## src/rtl/fe_req_ctl.sv

```systemverilog
// Front-end request controller: latches per-device request lines into a pending
// register and exposes pending/enable/ack/mode to the HPS over Avalon-MM.
module fe_req_ctl #(
  parameter int N = 3
) (
  input  logic          clk,
  input  logic          reset_n,
  input  logic [N-1:0]  req_in,
  input  logic [1:0]    avs_address,
  input  logic          avs_read,
  input  logic          avs_write,
  input  logic [31:0]   avs_writedata,
  output logic [31:0]   avs_readdata,
  output logic [31:0]   fe_req,
  output logic          irq
);

  typedef enum logic [1:0] {
    ADDR_PENDING = 2'd0,
    ADDR_ENABLE  = 2'd1,
    ADDR_ACK     = 2'd2,
    ADDR_MODE    = 2'd3
  } reg_addr_e;

  logic [N-1:0] pending;
  logic [N-1:0] enable;
  logic [N-1:0] mode;
  logic [N-1:0] req_d;

  logic [N-1:0] rise;
  logic [N-1:0] set_mask;
  logic [N-1:0] clr_mask;
  logic [N-1:0] pending_nxt;
  logic [N-1:0] active;
  logic [31:0]  read_mux;

  reg_addr_e addr;
  assign addr = reg_addr_e'(avs_address);

  // Level-mode channels re-set every cycle the line is high, so an ACK only
  // sticks once the line has dropped; set is ORed last so it wins over clear.
  assign rise        = req_in & ~req_d;
  assign set_mask    = (mode & req_in) | (~mode & rise);
  assign clr_mask    = (avs_write && addr == ADDR_ACK) ? avs_writedata[N-1:0] : '0;
  assign pending_nxt = (pending & ~clr_mask) | set_mask;
  assign active      = pending & enable;

  // NOTE: every variable assigned in always_comb gets a default first, so no
  // path leaves it unassigned and no latch is inferred.
  always_comb begin
    read_mux = '0;
    unique case (addr)
      ADDR_PENDING: read_mux[N-1:0] = pending;
      ADDR_ENABLE:  read_mux[N-1:0] = enable;
      ADDR_ACK:     read_mux        = '0;
      ADDR_MODE:    read_mux[N-1:0] = mode;
    endcase
  end

  always_comb begin
    fe_req         = '0;
    fe_req[N-1:0]  = active;
  end

  // NOTE: state uses non-blocking assignments so every register samples the
  // pre-edge values; this is what makes a same-cycle read return the old value.
  always_ff @(posedge clk) begin
    if (!reset_n) begin
      pending      <= '0;
      enable       <= '0;
      mode         <= '0;
      req_d        <= '0;
      avs_readdata <= '0;
      irq          <= 1'b0;
    end else begin
      req_d   <= req_in;
      pending <= pending_nxt;
      irq     <= |active;
      if (avs_write && addr == ADDR_ENABLE) enable <= avs_writedata[N-1:0];
      if (avs_write && addr == ADDR_MODE)   mode   <= avs_writedata[N-1:0];
      if (avs_read)                         avs_readdata <= read_mux;
    end
  end

endmodule

```

## config.mk

```make
export PLATFORM = sky130hd
export DESIGN_NAME = fe_req_ctl
export DESIGN_NICKNAME = d
export VERILOG_FILES = /design/src/rtl/fe_req_ctl.sv
export SDC_FILE = /design/constraint.sdc
export NUM_CORES = 1
export LEC_CHECK = 0
export CORE_MARGIN = 10
export CORE_UTILIZATION = 66
export DETAILED_ROUTE_END_ITERATION = 6
export DONT_BUFFER_PORTS = 1
export GPL_TIMING_DRIVEN = 0
export PLACE_DENSITY_LB_ADDON = 0.12
export SLEW_MARGIN = 30
export SYNTH_ARGS = -nofsm -noshare
export SYNTH_HDL_FRONTEND = slang
export SYNTH_SLANG_ARGS = --single-unit
export TNS_END_PERCENT = 5
```

## constraint.sdc

```tcl
create_clock -name clk -period 1.4 [get_ports clk]
set_input_delay 0.28 -clock clk [delete_from_list [all_inputs] [get_ports clk]]
set_output_delay 0.28 -clock clk [all_outputs]
set_load 0.01 [all_outputs]
```

# Yosys cells after proc, flatten, opt, wreduce, memory -nomap -nowiden
# Cells that the tools add are included.
totals:
  reg_bits: 16
  ramBits: 0
  wordCells: 26
  memories: 0
  latchBits: 0
  romBits: 0
  out_inout_bits: 65
classes:
  n_mul: 0
  addsub: 0
  bitwise: 10
  n_mux: 2
  n_eq_ne: 3
  reduce_logical: 5
  n_div: 0
  n_lt_le_gt_ge: 0
  shifts: 0
ops:
  columns: ["op", "count"]
  rows:
  - ["$and A3 B3 Y3", 5]
  - ["$pmux W3 S4", 1]
  - ["$not A3 Y3", 3]
  - ["$or A3 B3 Y3", 2]
  - ["$eq A2 B2 Y1 const B", 2]
  - ["$logic_and A1 B1 Y1", 3]
  - ["$mux W3", 1]
  - ["$reduce_or A3 Y1", 1]
  - ["$eq A2 B1 Y1 const B", 1]
  - ["$logic_not A2 Y1", 1]

# Longest topological paths before layout
logic_depth:
  ltp_word: 6
  depth_mapped: 4

# Worst setup path after synthesis
# OpenSTA, ideal clock, no wires.
synth_timing:
  kind: "in2reg"
  start: "input port avs_address[1]"
  end: "register avs_readdata[0]"
  arrival_ns: 0.819
  cell_stages: 4
  setup_time_ns: 0.121
  t_required_ns: 1.279
  path_slack_ns: 0.460
  n_path_buf: 1
  path_cell_list: "buf_6 -> mux2_1 -> nand2_1 -> a31oi_1"
synth_between:
  elab_chain_cells: 2
  elab_cells_between_ends: 5
  cone_classes: "eq/ne (3); mux (1); reduce/logical (1)"
synth_lines:
  columns: ["item", "line", "text"]
  rows:
  - ["start, declared", "9", "input logic [1:0] avs_address,"]
  - ["$eq A2 B2 Y1 (tied with other cells)", "52", "unique case (addr)"]
  - ["$pmux W3 S4 (*)", "52", null]
  - ["end signal, assigned", "81", "if (avs_read) avs_readdata <= read_mux;"]
  - ["end, declared", "13", "output logic [31:0] avs_readdata,"]
# Mark *: on every way between the ends. The rest lies on a longest branch, timed or not.
# A chain may end at the register's enable or synchronous reset.

# Worst setup path after layout
layout_timing:
  start: "register pending[1]"
  end: "output port fe_req[1]"
layout_between:
  elab_chain_cells: 1
layout_lines:
  columns: ["item", "line", "text"]
  rows:
  - ["start, declared", "25", "logic [N-1:0] pending;"]
  - ["start signal, assigned", "77", "pending <= pending_nxt;"]
  - ["$and A3 B3 Y3", "46", "assign active = pending & enable;"]
  - ["end, declared", "14", "output logic [31:0] fe_req,"]
# Every way passes these cells.

==> results.cfg <==
[sta]
period_share = 0.856
finalHoldViolCount = 0
slew_violations = 0
fin_skew_ns = 0.00337
min_period_ns = 1.20
fmax_mhz = 835
final-setup-viol-count = 0
rsz0062_at_grt = false
whs_ns = 0.0805
setup_tns_ns = 0

[min_path]
hold_path.class = primary input to flop
worstHoldStart = avs_read
hold_end = avs_readdata[0]
holdPathStages = 1

[worst_setup_path]
crit-reg2reg-capture = irq
path_buf_inv = 0
arrival_ns = 0.92
cp.required_ns = 1.12
slowest_delay_ns = 0.40
r2r_slack_ns = 0.43
reg2reg_from = pending[0]
crit_path_end_kind = output pin
cp_top_family = flip-flops
critPathKind = flop to output pin
ff2ff_path_depth = 2
crit_chain = and2_1
crit_fanout = 3
crit_slowest_cell = dfxtp_1
cp-start-kind = flop

[final_layout]
nFillCells = 104
antenna_cells = 0
multi_input_area_um2 = 581
nets = 233
fin_util = 0.847
regArea_um2 = 320
finalNonFillerCells = 208
area_growth_pct = 23.4
drive_gt1_frac = 0.377

[cts]
cts-buffers-inserted = 3
clockBufferDepth = 2
root_buffer = clkbuf_4
post_cts_resized = 0
hold_buffers = 0
htreeDepth = 1
cts_tree = yes
clkTransAtPathRegs_ns = 0.09
post-cts-setup-buffers = 0
cts_num_sinks = 16
clock_latency_ns = 0.28

[synth]
ys_ff_latch = 16
synth_ff_type = dfxtp_1
synth_cell_types = 19
synth_top_area_share = 0.375
ys_seq_area_frac = 0.276
syn_inst = 130
syn_area_um2 = 1160
synth_top_cell_by_area = buf_4
synth_area_leaders = buf_4, dfxtp_1, mux2i_1
syn_area_per_cell_um2 = 8.92
synth_edf_count = 0
ys_warn_count = 0
synthArstFlopShare = 0

[floorplan]
fp.dieH_um = 61.9
core_um2 = 1690
fp-row-count = 15
start_util = 0.687
fp.dieW_um = 61.9
pin_count = 106
die-area_um2 = 3830

[global_route]
grt_use_total = 0.136
grt_pass1_wl_um = 3930
grt_max_degree = 11
grt_pass1_vias = 830
grt_overflow = 0
antenna_found_initial = 0

[route]
firstDrtPassIters = 4
num_vias = 840
drt_iter0_markers = 10
ant_nets = 0
viasPerCell = 4.04
remaining_drc_errors = 0
wire_per_inst_um = 12.7
routed_wirelength_um = 2650

[power_and_ir_drop]
ir_drop_v = 0.000638
leakage_nw = 0.852
power_density_nw_per_um2 = 752
total_power_mw = 1.08

[placed_design]
dp.cells = 204
dpl.hpwl_um = 2320
globalplace.congestion = 0.762
io_buffers = 0

[outcome]
outcome = completed

[run]
cap_viol_max_count = 0
[area by class of cell]
cell class                 count  share of cell area
tap                           17              0.0149
clock buffer                   4              0.0253
sequential                    16               0.224
inverter                       6              0.0157
buffer                        60               0.315
multi-input combinational    105               0.406
[metrics by stage]
| stage | setup WS (ns) | cell area (µm²) |
|---|---|---|
| global placement | 0.424 | 1400 |
| floorplan | 0.460 | 1370 |
| CTS | 0.202 | 1430 |
| finish | 0.202 | 1430 |
| detailed placement | 0.402 | 1400 |
| global route | 0.153 | 1430 |
[worst max-delay path by stage]
stage	start	endpoint	depth (start not counted)
3_3_place_gp	avs_address[1]	avs_readdata[1]	4
5_1_grt	pending[1]	fe_req[1]	1
6_report	pending[1]	fe_req[1]	1
4_1_cts	pending[1]	fe_req[1]	1
2_1_floorplan	avs_address[1]	avs_readdata[0]	4
3_5_place_dp	avs_address[1]	avs_readdata[0]	4
[cells in the final DEF, fill, tap and decap left out, drive strengths merged, types with 2 or more instances in the layout]
master	netlist	routed
a21boi	3	3
a31oi	3	3
and2	6	6
buf	59	59
clkbuf	1	5
conb	1	58
dfxtp	16	16
inv	6	6
mux2	3	3
mux2i	6	6
nand2	6	6
nand3b	2	2
nor2b	6	6
o21ai	9	9
[kinds of logic after synthesis]
group                  after synthesis  share of synthesized area
buffers and inverters               66                      0.408
AOI/OAI and AO/OA                   16                      0.101
muxes                                9                     0.0809
DFF                                 16                      0.276
other                                1                    0.00323
and+or+nand+nor                     22                      0.131
[registers in the layout, indices dropped and copies added, names as in the netlist]
signal        count
avs_readdata      3
enable            3
irq               1
mode              3
pending           3
req_d             3
[synthesized netlist by cell type (2+ instances only)]
master	instances
nor2b_1	6
o21ai_0	6
a31oi_1	3
inv_1	6
and2_1	6
a21boi_2	3
o21ai_2	3
mux2_1	3
nand3b_4	2
buf_4	58
mux2i_1	6
dfxtp_1	16
nand2_1	6
[per-layer routing]
layer  routed length [µm]  vias up  GRT usage
li1                     -      423          -
met1                  771      369      0.124
met2                 1450       44      0.255
met3                  387        4     0.0528
met4                   38        0     0.0669
met5                    0        -          0
[report_power, final]
part	leakage, nW	internal, mW	switching [mW]
combinational	0.699	0.145	0.135
clock	0.0210	0.158	0.140
sequential	0.132	0.478	0.0196
total	0.852	0.781	0.295
Power figures use the tool's default switching activity.
